File: src/rtl/dds_pkg.sv
// Shared constants and state encoding for the DDS phase accumulator.
// Holds default widths, the sweep divider default and the RUN/SWEEP states.
package dds_pkg;

   localparam int ACC_W_DEF     = 24;
   localparam int PHASE_W_DEF   = 14;
   localparam int SWEEP_DIV_DEF = 256;

   typedef enum logic [0:0] {
      ST_RUN   = 1'b0,
      ST_SWEEP = 1'b1
   } dds_state_t;

endpackage

File: src/rtl/dds_sweep_ctrl.sv
// Sweep divider and saturating FTW stepper for the DDS phase accumulator.
// Ports: clk, rst, en, clear (restart divider), active (sweep running),
//   ftw_cur/step/limit (current FTW, increment, end FTW),
//   tick (divider period elapsed), ftw_step (stepped FTW), done (sweep ends).
module dds_sweep_ctrl
   import dds_pkg::*;
#(
   parameter int ACC_W     = ACC_W_DEF,
   parameter int SWEEP_DIV = SWEEP_DIV_DEF
) (
   input  logic             clk,
   input  logic             rst,
   input  logic             en,
   input  logic             clear,
   input  logic             active,
   input  logic [ACC_W-1:0] ftw_cur,
   input  logic [ACC_W-1:0] step,
   input  logic [ACC_W-1:0] limit,
   output logic             tick,
   output logic [ACC_W-1:0] ftw_step,
   output logic             done
);

   localparam int DIV_W = (SWEEP_DIV > 2) ? $clog2(SWEEP_DIV) : 1;
   localparam logic [DIV_W-1:0] DIV_LAST = DIV_W'(SWEEP_DIV - 1);

   logic [DIV_W-1:0] div;
   logic [ACC_W:0]   sum;
   logic             no_move;
   logic             hit;

   always_ff @(posedge clk or posedge rst) begin
      if (rst) begin
         div <= '0;
      end else if (clear) begin
         div <= '0;
      end else if (active && en) begin
         if (div == DIV_LAST)
            div <= '0;
         else
            div <= div + 1'b1;
      end
   end

   assign tick = active & en & (div == DIV_LAST);

   // One extra bit so a step past 2^ACC_W still saturates at limit.
   assign sum     = {1'b0, ftw_cur} + {1'b0, step};
   // A zero step or a limit at/below the current FTW would never converge
   // upward; leave the FTW alone and end the sweep on the first tick.
   assign no_move = (step == '0) | (limit <= ftw_cur);
   assign hit     = (sum >= {1'b0, limit});

   always_comb begin
      ftw_step = ftw_cur;
      if (!no_move)
         ftw_step = hit ? limit : sum[ACC_W-1:0];
   end

   assign done = tick & (no_move | hit);

endmodule

File: src/rtl/dds_phase_accum.sv
// DDS phase accumulator: integrates the active FTW, outputs truncated phase
// plus offset, loads new FTWs glitch-free at wrap and runs upward sweeps.
// Ports: clk, rst (async, active-high), en, ftw_in/ftw_valid/ftw_ready,
//   sweep_start/sweep_step/sweep_limit, phase_off, phase_sync,
//   phase (registered), wrap (carry pulse), busy (load pending or sweeping).
module dds_phase_accum
   import dds_pkg::*;
#(
   parameter int ACC_W     = ACC_W_DEF,
   parameter int PHASE_W   = PHASE_W_DEF,
   parameter int SWEEP_DIV = SWEEP_DIV_DEF
) (
   input  logic               clk,
   input  logic               rst,
   input  logic               en,
   input  logic [ACC_W-1:0]   ftw_in,
   input  logic               ftw_valid,
   output logic               ftw_ready,
   input  logic               sweep_start,
   input  logic [ACC_W-1:0]   sweep_step,
   input  logic [ACC_W-1:0]   sweep_limit,
   input  logic [PHASE_W-1:0] phase_off,
   input  logic               phase_sync,
   output logic [PHASE_W-1:0] phase,
   output logic               wrap,
   output logic               busy
);

   dds_state_t       state;
   logic [ACC_W-1:0] acc;
   logic [ACC_W-1:0] acc_next;
   logic [ACC_W-1:0] ftw_act;
   logic [ACC_W-1:0] shadow;
   logic             pending;
   logic [ACC_W:0]   sum;
   logic             carry;
   logic             accept;
   logic             apply;
   logic             start;
   logic             sweeping;
   logic             tick;
   logic             done;
   logic [ACC_W-1:0] ftw_sw;

   assign sum   = {1'b0, acc} + {1'b0, ftw_act};
   // A sync cycle discards the add, so its carry is not a real wrap.
   assign carry = en & ~phase_sync & sum[ACC_W];

   always_comb begin
      acc_next = acc;
      if (phase_sync)
         acc_next = '0;
      else if (en)
         acc_next = sum[ACC_W-1:0];
   end

   assign sweeping  = (state == ST_SWEEP);
   assign ftw_ready = ~pending & ~sweeping;
   assign busy      = pending | sweeping;
   assign accept    = ftw_valid & ftw_ready;
   // Without an enable or with a zero FTW no wrap will ever come,
   // so the shadow word is taken straight away.
   assign apply     = pending & (carry | ~en | (ftw_act == '0));
   assign start     = sweep_start & ~sweeping & ~pending & ~accept;

   dds_sweep_ctrl #(
      .ACC_W     (ACC_W),
      .SWEEP_DIV (SWEEP_DIV)
   ) u_sweep (
      .clk      (clk),
      .rst      (rst),
      .en       (en),
      .clear    (start),
      .active   (sweeping),
      .ftw_cur  (ftw_act),
      .step     (sweep_step),
      .limit    (sweep_limit),
      .tick     (tick),
      .ftw_step (ftw_sw),
      .done     (done)
   );

   always_ff @(posedge clk or posedge rst) begin
      if (rst) begin
         acc     <= '0;
         ftw_act <= '0;
         shadow  <= '0;
         pending <= 1'b0;
         state   <= ST_RUN;
         phase   <= '0;
         wrap    <= 1'b0;
      end else begin
         acc   <= acc_next;
         wrap  <= carry;
         phase <= acc_next[ACC_W-1 -: PHASE_W] + phase_off;

         if (accept) begin
            shadow  <= ftw_in;
            pending <= 1'b1;
         end else if (apply) begin
            ftw_act <= shadow;
            pending <= 1'b0;
         end

         unique case (state)
            ST_RUN: begin
               if (start)
                  state <= ST_SWEEP;
            end
            ST_SWEEP: begin
               if (tick) begin
                  ftw_act <= ftw_sw;
                  if (done)
                     state <= ST_RUN;
               end
            end
            default: state <= ST_RUN;
         endcase
      end
   end

endmodule

File: config.mk
export PLATFORM = sky130hd
export DESIGN_NAME = dds_phase_accum
export DESIGN_NICKNAME = d
export VERILOG_FILES = /design/src/rtl/dds_pkg.sv /design/src/rtl/dds_sweep_ctrl.sv /design/src/rtl/dds_phase_accum.sv
export SDC_FILE = /design/constraint.sdc
export NUM_CORES = 1
export LEC_CHECK = 0
export ABC_CLOCK_PERIOD_IN_PS = 13200
export CAP_MARGIN = 25
export CELL_PAD_IN_SITES_DETAIL_PLACEMENT = 1
export CELL_PAD_IN_SITES_GLOBAL_PLACEMENT = 1
export CORE_MARGIN = 1
export CORE_UTILIZATION = 46
export DETAILED_ROUTE_END_ITERATION = 6
export PLACE_DENSITY = 0.94
export REMOVE_ABC_BUFFERS = 1
export SYNTH_ARGS = -nofsm -noshare
export SYNTH_HDL_FRONTEND = slang
export SYNTH_SLANG_ARGS = --single-unit
File: constraint.sdc
create_clock -name clk -period 13.2 [get_ports clk]
set_clock_uncertainty 0.2 [all_clocks]
set_input_delay 2.64 -clock clk [delete_from_list [all_inputs] [get_ports clk]]
set_output_delay 2.64 -clock clk [all_outputs]
set_load 0.1 [all_outputs]
==> flow_summary.json, run 1 <==
{
  "worst_skew_pair.late_latency_ns": 0.37,
  "syn_inst": 938,
  "postCtsSetupBuffers": 0,
  "critPathTopFamily": "compound AO/OA/AOI/OAI gates",
  "globalRouteOverflowTotal": 0,
  "crit_path_top_delay_cell": "clkdlybuf4s50_1",
  "grt_first_pass_wirelength_um": 43500,
  "cts_buffer_depth": 2,
  "worstRegToRegCells": 19,
  "nets": 1243,
  "number_of_buffers_inserted_during_clock_tree_synthesis": 9,
  "drtAntennaViolNets": 0,
  "core_area_um2": 17400,
  "hold_path.class": "reg -> reg",
  "max-slew-margin-rel_pct": 32.7,
  "detailedRoute.firstPassIterationCount": 5,
  "detailedPlacementHpwl_um": 20400,
  "combinational_share_of_power_pct": 69.4,
  "dominantRegCellSynth": "dfrtp_1",
  "buffer_ports.inserted": 108,
  "chipWidth_um": 136,
  "antenna_found_initial": 0,
  "cts_hold_repair.buffers": 0,
  "setup-violations-final": 0,
  "first_global_vias": 8555,
  "seq_power_share_pct": 20.6,
  "p_sw_mw": 1.41,
  "tightest_slew_ns": 1.01,
  "grt_max_degree": 50,
  "postSynthRegisterBits": 97,
  "hp-start": "shadow[19]",
  "drt-wirelength-per-cell_um": 20.9,
  "maxCapViolations": 0,
  "synth.cells.most_frequent": "ha_1, dfrtp_1, a21oi_1",
  "kind_of_start_point_of_the_critical_path": "input pin",
  "max_fanout_on_critical_path": 24,
  "fin_worst_hold_slack_ns": 0.316,
  "number_of_cells_on_the_worst_hold_path": 1,
  "power.internal_mw": 1.33,
  "grt_setup_unrepaired": "no",
  "power.clock.fraction_pct": 10.0,
  "timing.setup.critical_path_class": "in -> reg",
  "maxSlewViolCount": 0,
  "multi_input_comb_area_um2": 5420,
  "post_drt_via_cell_ratio": 6.18,
  "fin_util_pct": 56.7,
  "initial_utilization_pct": 47.3,
  "critical_path_buf_inv_count": 2,
  "die-height_um": 136,
  "regToRegStartpoint": "ftw_act[0]",
  "htree_levels": 3,
  "vias": 7839,
  "worst_ep_required_time_ns": 13.24,
  "power_switching_share_pct": 51.5,
  "cts_root_buffer": "clkbuf_16",
  "timing.final.crit_share_pct": 57.9,
  "fraction_of_post_synthesis_cell_area_in_the_top_cell_type_by_area_pct": 29.5,
  "final-seq-area_um2": 2430,
  "synthMostInstantiatedCell": "ha_1",
  "diodes": 0,
  "critPathCaptureType": "flop",
  "fraction_of_synthesis_flops_using_an_asynchronous_set_or_reset_pin_pct": 100,
  "outcome": "complete, no violations",
  "ir_worst_vdd_mv": 0.171,
  "synth-edff-count": 0,
  "ios": 109,
  "finalWeightedCongestion": 0.947,
  "timing.final.crit_period_ns": 7.64,
  "r2r_slack_ns": 7.75,
  "cts_tree": "yes",
  "drt_drc_violations_left": 0,
  "clock-sinks": 97,
  "fmax_mhz": 131,
  "synthDistinctLibCells": 67,
  "yosys_warnings": 0,
  "grtUsageTotal_pct": 30.6,
  "synth.top_cells.by_area": "dfrtp_1, ha_1, a21oi_1",
  "yosysSeqAreaShare_pct": 29.5,
  "fillers": 2020,
  "final_hold_viol_count": 0,
  "clk_pin_slew_ns": 0.07,
  "yosys.area.top_type": "dfrtp_1",
  "final_cells": 1268,
  "dp.cells": 1251,
  "delay_contributed_by_the_slowest_stage_of_the_critical_path_ns": 0.43,
  "layout_area_overhead_pct": 19.7,
  "design.die.area_um2": 18400,
  "final_power_mw": 2.74,
  "crit-reg2reg-capture": "ftw_act[20]",
  "drive_gt1_share_pct": 6.62,
  "route.final.wire_length_um": 26500,
  "synthesis.area_um2": 8220,
  "p_leak_nw": 4.55,
  "whs_endpoint": "shadow[19]",
  "initial_drc_count": 529,
  "power_density_over_the_cells_nw_per_um2": 278,
  "cts_resized": 0,
  "timing.critical_path.cells": "clkdlybuf4s50_1, ha_1, fa_1, a211oi_1, o21ai_1, o211ai_2, a21oi_1, nor3_2, o21ai_0, xor2_1, ha_1, a21oi_1, nor2b_1, a2111oi_0, o21ai_0, a21o_1, nor2_2, buf_8, mux2_2, a221o_1",
  "avgSynthCellArea_um2": 8.76,
  "cp.arrival_ns": 7.68,
  "finalSetupTns_ns": 0,
  "row_count": 48
}
[cells in the final DEF, fill, tap and decap left out, drive strengths merged, types with 4 or more instances in the layout]
master / synthesis / layout
and3: 14 / 14
xnor2: 34 / 34
mux2i: 15 / 15
a221oi: 20 / 20
a21o: 35 / 35
nor2: 92 / 92
clkbuf: 17 / 10
o21bai: 4 / 4
or3: 8 / 8
and2: 5 / 5
o21a: 14 / 14
buf: 9 / 7
nand3: 19 / 19
or2: 4 / 4
o31ai: 9 / 9
xor2: 14 / 14
nand2: 45 / 45
nor4: 14 / 14
mux2: 26 / 26
nor2b: 15 / 15
dfrtp: 97 / 97
ha: 110 / 110
nand2b: 8 / 8
nor3: 20 / 20
a21oi: 97 / 97
nand4: 16 / 16
o21ai: 45 / 45
a211oi: 15 / 15
clkdlybuf4s50: 0 / 108
inv: 70 / 71
[flip-flops by register name, indices dropped and copies added (netlist names)]
name         flops
shadow          24
u_sweep.div      8
wrap             1
ftw_act         24
phase           14
pending          1
acc             24
state            1
[cell type report]
class / instances / share of cell area [%]
Clock buffer: 10 / 2.33
Tap cell: 225 / 2.86
Inverter: 70 / 2.70
Multi-Input combinational cell: 745 / 55.1
Clock inverter: 6 / 0.687
Timing Repair Buffer: 115 / 11.6
Sequential cell: 97 / 24.7
[routing by layer]
layer / vias to the layer above / global-route usage [%] / part of all wire [%]
li1: 3647 / - / -
met5: - / 0 / 0
met1: 3876 / 36.5 / 42
met3: 71 / 4.71 / 4.8
met2: 245 / 53.5 / 49
met4: 0 / 14.4 / 3.6
[power by group through the flow]
stage                     Combinational [mW]  Sequential (mW)  Clock [mW]
after CTS                               1.87            0.558       0.278
after global placement                  1.72            0.548           0
after global routing                    2.09            0.574       0.290
after floorplan                         1.22            0.670           0
final                                   1.90            0.564       0.275
after detailed placement                1.83            0.560           0
[stage by stage]
stage	instance area, um2	setup WS, ns
after floorplan	8110	5.97
after global placement	9520	5.10
after detailed placement	9520	4.80
after CTS	9820	5.09
after global routing	9830	5.19
final	9830	5.56
[worst max path at each step]
| stage | start | slack [ns] | endpoint | cells past startpoint |
|---|---|---|---|---|
| floorplan | sweep_step[0] | 5.97 | ftw_act[17] | 19 |
| global placement | sweep_step[0] | 5.10 | ftw_act[21] | 19 |
| detailed placement | sweep_step[0] | 4.80 | ftw_act[21] | 19 |
| CTS | sweep_step[0] | 5.09 | ftw_act[20] | 19 |
| global route | sweep_step[0] | 5.19 | ftw_act[20] | 20 |
| finish | sweep_step[0] | 5.56 | ftw_act[20] | 20 |
[cells by family after synthesis]
family | after synthesis | share of synthesized area (%)
AO/OA/AOI/OAI | 274 | 21.9
AND/OR/NAND/NOR | 269 | 16.1
adder cells (fa/ha/maj) | 113 | 17.5
flip-flops | 97 | 29.5
buffers and inverters | 96 | 4.49
XOR/XNOR | 48 | 5.12
multiplexers | 41 | 5.39
No activity file was read; power rests on OpenSTA's default activity.
==> run 2: changes to the inputs <==
--- a/config.mk
+++ b/config.mk
@@ -5,14 +5,14 @@
 export SDC_FILE = /design/constraint.sdc
 export NUM_CORES = 1
 export LEC_CHECK = 0
-export ABC_CLOCK_PERIOD_IN_PS = 13200
+export ABC_CLOCK_PERIOD_IN_PS = 7400
 export CAP_MARGIN = 25
 export CELL_PAD_IN_SITES_DETAIL_PLACEMENT = 1
 export CELL_PAD_IN_SITES_GLOBAL_PLACEMENT = 1
 export CORE_MARGIN = 1
-export CORE_UTILIZATION = 46
+export CORE_UTILIZATION = 43
 export DETAILED_ROUTE_END_ITERATION = 6
-export PLACE_DENSITY = 0.94
+export PLACE_DENSITY = 0.89
 export REMOVE_ABC_BUFFERS = 1
 export SYNTH_ARGS = -nofsm -noshare
 export SYNTH_HDL_FRONTEND = slang
==> constraint.sdc (replaced) <==
create_clock -name clk -period 7.4 [get_ports clk]
set_clock_uncertainty 0.2 [all_clocks]
set_input_delay 1.48 -clock clk [delete_from_list [all_inputs] [get_ports clk]]
set_output_delay 1.48 -clock clk [all_outputs]
set_load 0.1 [all_outputs]
==> flow_summary.json, run 2 (synthesis gave the netlist of run 1 again) <==
{
  "drive_gt1_share_pct": 6.43,
  "use_met2_pct": 45.6,
  "leading_cell_type_in_the_layout_fill_and_taps_excluded": "ha_1",
  "die-height_um": 140,
  "row_count": 50,
  "post_drt_via_cell_ratio": 6.03,
  "finalWeightedCongestion": 0.915,
  "kind_of_start_point_of_the_critical_path": "input pin",
  "globalRouteOverflowTotal": 0,
  "initial_drc_count": 405,
  "outcome": "complete, no violations",
  "maxCapViolations": 0,
  "layout_top_registers": "acc: 24 flops, ftw_act: 24 flops, shadow: 24 flops",
  "number_of_buffers_inserted_during_clock_tree_synthesis": 9,
  "timing.setup.critical_path_class": "in -> reg",
  "hold_path.class": "reg -> reg",
  "htree_levels": 3,
  "buffer_ports.inserted": 108,
  "route.final.wire_length_um": 24900,
  "initial_utilization_pct": 43.9,
  "placed_cell_area_um2": 9540,
  "max_fanout_on_critical_path": 18,
  "max-slew-margin-rel_pct": 30.6,
  "timing.final.crit_period_ns": 6.38,
  "drt-wirelength-per-cell_um": 19.6,
  "ios": 109,
  "clk_pin_slew_ns": 0.07,
  "grt_first_pass_wirelength_um": 41000,
  "maxSlewViolCount": 0,
  "diodes": 0,
  "first_global_vias": 8251,
  "global_route.usage.met3_pct": 3.90,
  "antenna_found_initial": 0,
  "grt_max_degree": 67,
  "drt_drc_violations_left": 0,
  "cts_root_buffer": "clkbuf_16",
  "globalRouteMet1Util_pct": 32.9,
  "clock-sinks": 97,
  "ir_worst_vdd_mv": 0.177,
  "final_power_mw": 4.74,
  "timing.final.crit_share_pct": 86.2,
  "cts_hold_repair.buffers": 0,
  "detailedRoute.firstPassIterationCount": 5,
  "chipWidth_um": 140,
  "cts_buffer_depth": 2,
  "cts_resized": 0,
  "nets": 1243,
  "power_density_over_the_cells_nw_per_um2": 483,
  "design.die.area_um2": 19700,
  "p_leak_nw": 4.54,
  "postCtsSetupBuffers": 0,
  "grtUsageTotal_pct": 26.4,
  "setup-violations-final": 0,
  "finalSetupTns_ns": 0,
  "final_design_area_no_fill_um2": 9810,
  "detailedPlacementHpwl_um": 19700,
  "commonest_cells_after_routing_fill_and_taps_aside": "ha_1, clkdlybuf4s50_1, dfrtp_1",
  "cp.arrival_ns": 6.39,
  "worst_ep_required_time_ns": 7.41,
  "grt_setup_unrepaired": "no",
  "cts_tree": "yes",
  "tightest_slew_ns": 1.04,
  "layout_area_overhead_pct": 19.3,
  "grt.busiest_layer": "met2",
  "critPathCaptureType": "flop",
  "final_hold_viol_count": 0,
  "core_area_um2": 18700,
  "fmax_mhz": 157,
  "drtAntennaViolNets": 0,
  "worst_skew_pair.late_latency_ns": 0.36,
  "vias": 7688
}
==> run 2: changes by cell type in the layout (fill, tap and decap cells not counted) <==
cell / previous run / this run
buf_4: 6 / 7
buf_8: 1 / 0
bufinv_16: 1 / 0
clkbuf_1: 1 / 2
clkbuf_8: 0 / 1
clkinv_2: 1 / 2
clkinv_4: 1 / 0
clkinvlp_4: 2 / 1
inv_6: 1 / 0
==> run 2: worst max-delay path, stage by stage <==
cell,delay (ns)
clkdlybuf4s50_1,0.44
ha_1,0.25
fa_1,0.43
a211oi_1,0.32
o21ai_1,0.17
o211ai_2,0.11
a21oi_1,0.13
or3_1,0.38
a21o_1,0.18
xor2_1,0.22
ha_1,0.30
a21o_1,0.16
a21o_1,0.17
a21oi_1,0.15
o21a_1,0.13
o21ai_0,0.12
a21oi_1,0.35
buf_4,0.31
a21oi_1,0.11
a2111oi_2,0.39
a211oi_1,0.08
==> run 2: cell type report <==
| class | count | area, um2 |
|---|---|---|
| fillers | 2215 | 8900 |
| multi-input cells | 745 | 5420 |
| flip-flops and latches | 97 | 2430 |
| repair buffers | 115 | 1130 |
| well taps | 234 | 293 |
| inverters | 70 | 265 |
| clock buffers | 12 | 246 |
| clock inverters | 3 | 17.5 |
==> run 2: where the power goes <==
part,internal [mW],total (mW),switching [mW]
logic,1.32,3.30,1.98
clock network,0.235,0.449,0.214
registers,0.769,0.994,0.225
==> run 2: through the flow <==
step | std cells | setup slack, ns | utilization, % | hold slack (ns)
floorplan | 912 | 1.33 | - | 0.272
global placement | 1261 | 0.931 | 51.0 | 0.290
detailed placement | 1261 | 0.706 | 51.0 | 0.292
CTS | 1276 | 1.08 | 52.4 | 0.307
global route | 1276 | 0.681 | 52.4 | 0.329
finish | 1276 | 1.02 | 52.4 | 0.306
==> run 2: routing by layer <==
metal	up-vias	part of all wire (%)
met5	-	0
met4	0	3.1
met3	59	4.1
met2	204	48
met1	3778	45
li1	3647	-
==> run 2: worst paths after layout <==
path                                    end  slack (ns)     startpoint  depth (start not counted)
worst min-delay path             shadow[20]        0.31     shadow[20]                          1
worst max register to register  ftw_act[17]        2.09     ftw_act[0]                         20
worst min register to register   shadow[20]        0.31     shadow[20]                          1
max in group asynchronous        ftw_act[7]        4.44            rst                          3
min in group asynchronous         phase[12]        1.27            rst                          2
worst max-delay path            ftw_act[17]        1.02  sweep_step[0]                         21
==> RTL edit 1 (flow settings as in run 1) <==
Change the package constant `ACC_W_DEF` from 24 to 28.
--- a/src/rtl/dds_pkg.sv
+++ b/src/rtl/dds_pkg.sv
@@ -2,7 +2,7 @@
 // Holds default widths, the sweep divider default and the RUN/SWEEP states.
 package dds_pkg;
 
-   localparam int ACC_W_DEF     = 24;
+   localparam int ACC_W_DEF     = 28;
    localparam int PHASE_W_DEF   = 14;
    localparam int SWEEP_DIV_DEF = 256;
 
Ports: changed (resized ftw_in, sweep_limit and sweep_step); port bits go from 109 to 121. No check against the original RTL was run, so the function may have changed too.
==> RTL edit 1 against run 1 <==
  * Setup slack worse by 0.36 ns
  * Final cell count up 20%
  * Power rose by 21%
  * Largest cell class unchanged
  * Area after synthesis up 21%
  * Clock power is 8.4% higher
  * Global-route usage grew 1.5 points
  * First-iteration DRC count up 28%
  * Cell area up 19%
  * Register-to-register slack got worse by 0.26 ns
  * Wire length rose by 31%
  * Sequential share of layout area decreased by 1.3 points
  * Critical path depth is 1 lower
  * Combinational power increased by 25%
  * Sequential cell count is 12 higher
==> RTL edit 1: results (changes against run 1) <==
status finished, final reports clean; largest net degree at the start of global routing 69 (+38%); dpl cell area 11300 µm² (+19%); leakage power 5.32 nW (+17%); Int Power 1.56 mW (+17%); wire length of the first global-routing pass 55.2 mm (+27%); Post-synth top cells 127 x a21oi_1, 126 x ha_1, 109 x dfrtp_1; DR WL met3 1.69 mm (+34%); met1 GRT Util 38.4% (+1.8 points); layout cells sized above 1 7.73% (+1.1 points); gr usage total 32.0% (+1.5 points); met2 wire len 16.8 mm (+28%); Iter 0 DRT Violations 675 (+28%); initial antenna violation count 1 (+1); routed len/inst 22.9 µm (+9.8%); mux share of post-synthesis cell area 4.97% (-0.42 points); top post-synthesis cells by area dfrtp_1 27%, ha_1 16%, a21oi_1 6.4%, xnor2_1 3.3%, nor2_1 3.3%; Synth Area in Adders 16.5% (-0.99 points); Synth Area in Compound Gates 23.8% (+1.9 points); Synth Area per Inst 8.77 µm² (about the same); vias in the first global route 10400 (+21%); Synth cell types 75 (+12%); dpl ws 5.00 ns (+0.206 ns); met1 wire length 14.1 mm (+26%); Vias 9725 (+24%); GP Congestion 0.974 (+2.8%); PortBufs 120 (+11%); met2 Use GR 54.7% (+1.2 points); Worst VDD drop 0.107 mV (-38%); DR pass1 iterations 5 (unchanged); dpl cells 1499 (+20%); Avg Vias per Cell 6.41 (+3.7%); relative slew slack 34.1% (+1.4 points); DP HPWL 26.8 mm (+32%); Seq/Total Area, Yosys 27.5% (-2.1 points); Max FO, Critical Path 15 (-38%)
[RTL edit 1: final timing paths]
check / from / slack, ns / end / cells after the start
worst max register to register: ftw_act[0] / 7.49 / ftw_act[21] / 18
worst min-delay path: shadow[8] / 0.32 / shadow[8] / 1
worst min register to register: shadow[8] / 0.32 / shadow[8] / 1
worst max-delay path: sweep_step[0] / 5.20 / ftw_act[21] / 19
min in group asynchronous: rst / 2.48 / phase[11] / 2
max in group asynchronous: rst / 9.30 / shadow[10] / 4
[RTL edit 1: power by group through the flow]
stage	clock network (mW)	logic, mW	registers (mW)
final	0.298	2.37	0.657
after global routing	0.311	2.56	0.667
after CTS	0.299	2.33	0.650
after detailed placement	0	2.29	0.655
after global placement	0	2.14	0.646
after floorplan	0	1.54	0.743
[RTL edit 1: final cells by class]
class                   instances  area (µm²)
inverters                      85         322
fillers                      2466        9430
clock buffers                   9         225
clock inverters                 7        81.3
well taps                     275         344
flip-flops and latches        109        2730
multi-input cells             901        6660
repair buffers                131        1310
[RTL edit 1: cell families (layout without fill, tap and decap cells)]
family	after synthesis	count (layout)
multiplexers	46	46
buffers and inverters	122	232
AND/OR/NAND/NOR	332	332
XOR/XNOR	53	53
adder cells (fa/ha/maj)	129	129
AO/OA/AOI/OAI	341	341
flip-flops	109	109
[RTL edit 1: worst max-delay path: stages]
cell,delay (ns)
clkdlybuf4s50_1,0.47
ha_1,0.27
fa_1,0.44
a211oi_1,0.36
o21ai_1,0.23
nand3_1,0.20
nand3_1,0.21
a21o_1,0.25
a31oi_2,0.24
xnor2_1,0.16
ha_1,0.28
a21o_1,0.20
a211oi_1,0.27
o21ai_1,0.15
a2111oi_4,0.34
and2_1,0.68
buf_8,0.26
a21oi_1,0.10
a221oi_2,0.30
==> RTL edit 2 (settings of run 1) <==
Made on the original files. Reset style: synchronous (`rst`), changed in 2 clocked blocks. Comments in the files are not updated.
--- a/src/rtl/dds_sweep_ctrl.sv
+++ b/src/rtl/dds_sweep_ctrl.sv
@@ -29,7 +29,7 @@
    logic             no_move;
    logic             hit;
 
-   always_ff @(posedge clk or posedge rst) begin
+   always_ff @(posedge clk) begin
       if (rst) begin
          div <= '0;
       end else if (clear) begin
--- a/src/rtl/dds_phase_accum.sv
+++ b/src/rtl/dds_phase_accum.sv
@@ -80,7 +80,7 @@
       .done     (done)
    );
 
-   always_ff @(posedge clk or posedge rst) begin
+   always_ff @(posedge clk) begin
       if (rst) begin
          acc     <= '0;
          ftw_act <= '0;
Behaviour: differs if rst is asserted again (counterexample within 4 cycles, from zero or initial values and one cycle with rst high); with rst held inactive, the same outputs for 4 cycles.
==> RTL edit 2 against run 1 <==
  * Setup slack gained 0.11 ns
  * Non-clock buffer count decreased by 4
  * Cell area fell by 1.3%
  * Register-to-register slack better by 0.02 ns
  * Sequential cell count unchanged
  * Via count increased by 4.8%
  * Area after synthesis shrank 1.1%
  * Wire length rose by 4.1%
Power is not compared: it rests on default switching activity, and its combinational part moved more than twofold at a synthesized area within 25%.
==> RTL edit 2: results (changes against run 1) <==
asr flop ratio synth 0% (-100 points); Fill cells 2100 (+4.0%); FMAX 133 MHz (+1.5%); largest net degree at the start of global routing 68 (+36%); Worst VDD drop between 0.07 and 0.08 mV; Vias 8216 (+4.8%); layout cells sized above 1 4.72% (-1.9 points); DR pass1 iterations 7 (+2); wire length of the first global-routing pass 43.1 mm (-0.84%); gr usage total 30.5% (-0.14 points); mux share of post-synthesis cell area 4.88% (-0.51 points); status finished, final reports clean; Synth cell types 74 (+10%); routed len/inst 20.8 µm (-0.55%); Post-synth top cells 110 x a21oi_1, 110 x ha_1, 97 x dfxtp_1; Critical R2R Launch ftw_act[0]; post-synthesis xor/xnor area fraction 5.34% (+0.22 points); R2R cell count 21 (+2); RR Endpoint phase[12]; GP Congestion 0.930 (-1.9%); Iter 0 DRT Violations 497 (-6.0%); clock latency on the worst-skew pair roughly 0.36 ns; crit path DAT 7.63 ns (-0.05 ns); Max FO, Critical Path 15 (-38%); dpl ws 5.16 ns (+0.363 ns); DP HPWL 20.1 mm (-1.1%); CP endpoint ftw_act[3]; Final nets 1302 (+4.7%); hold buffer count at cts 0 (unchanged); registers with the most flip-flops acc x24, ftw_act x24, shadow x24; relative slew slack 31.5% (-1.2 points); Synth Area in Compound Gates 25.3% (+3.4 points); Synth Area in Adders 17.7% (+0.19 points); Seq/Total Area, Yosys 23.9% (-5.7 points); top post-synthesis cells by area dfxtp_1 24%, ha_1 17%, a21oi_1 6.8%, mux2i_1 4.6%, nor2_1 4.1%; vias in the first global route 8506 (-0.57%)
## RTL edit 2: changes by cell type in the layout (fill, tap and decap cells not counted), moves of 14 or more
cell      change
mux2_2       -25
dfrtp_1      -97
a221oi_1     -19
a21oi_1      +14
nand2_1      +39
mux2i_1      +22
dfxtp_1      +97
## RTL edit 2: power by group through the flow
stage / Clock, mW / Combinational, mW / Sequential [mW]
after global routing: 0.313 / 0.437 / 0.337
after CTS: 0.301 / 0.393 / 0.335
final: 0.298 / 0.404 / 0.337
after floorplan: 0 / 0.238 / 0.358
after detailed placement: 0 / 0.384 / 0.341
after global placement: 0 / 0.369 / 0.341
## RTL edit 2: area by class of cell
type | instances | share of cell area (%)
clock buffers | 11 | 2.50
clock inverters | 5 | 0.876
inverters | 79 | 3.05
multi-input cells | 799 | 59.2
flip-flops and latches | 97 | 20.0
well taps | 225 | 2.90
repair buffers | 111 | 11.5
## RTL edit 2: stage by stage
step | power [mW] | util (%) | cell area (µm²) | cells
4_1_cts | 1.03 | 56.0 | 9680 | 1326
2_1_floorplan | 0.596 | - | 7980 | 975
6_report | 1.04 | 56.1 | 9710 | 1327
3_3_place_gp | 0.710 | 54.1 | 9360 | 1310
5_1_grt | 1.09 | 56.1 | 9710 | 1327
3_5_place_dp | 0.725 | 54.1 | 9360 | 1310
## RTL edit 2: kinds of logic after synthesis
kind of cell	Yosys count
buffers and inverters	113
AOI/OAI and AO/OA	299
muxes	39
adders and majority gates	113
xor gates and xnor gates	48
and+or+nand+nor	300
DFF	97
## RTL edit 2: layer usage
layer	vias up	share of wire [%]	GRT usage [%]
li1	3859	-	-
met4	0	4.4	15.0
met2	284	49	54.0
met1	3981	41	34.1
met5	-	0	0
met3	92	5.1	6.94
## RTL edit 2: how the worst min path moves through the flow
stage | end | from | slack, ns | cells after the start
detailed placement | shadow[17] | shadow[17] | 0.25 | 2
floorplan | shadow[17] | shadow[17] | 0.23 | 2
CTS | shadow[16] | shadow[16] | 0.26 | 2
global placement | shadow[17] | shadow[17] | 0.24 | 2
global route | shadow[3] | shadow[3] | 0.28 | 2
finish | shadow[16] | shadow[16] | 0.27 | 2
## RTL edit 2: critical path, stage by stage
cell,delay (ns)
clkdlybuf4s50_1,0.43
ha_1,0.25
fa_1,0.43
a211oi_1,0.25
o21bai_1,0.15
o22ai_2,0.26
o21ai_4,0.13
a21o_1,0.20
a21oi_1,0.20
xnor2_1,0.12
ha_1,0.21
or4_1,0.52
a221o_1,0.27
o31a_1,0.27
nor2_4,0.14
o221ai_4,0.28
buf_16,0.27
mux2i_1,0.14
a21oi_1,0.23
o221a_2,0.23
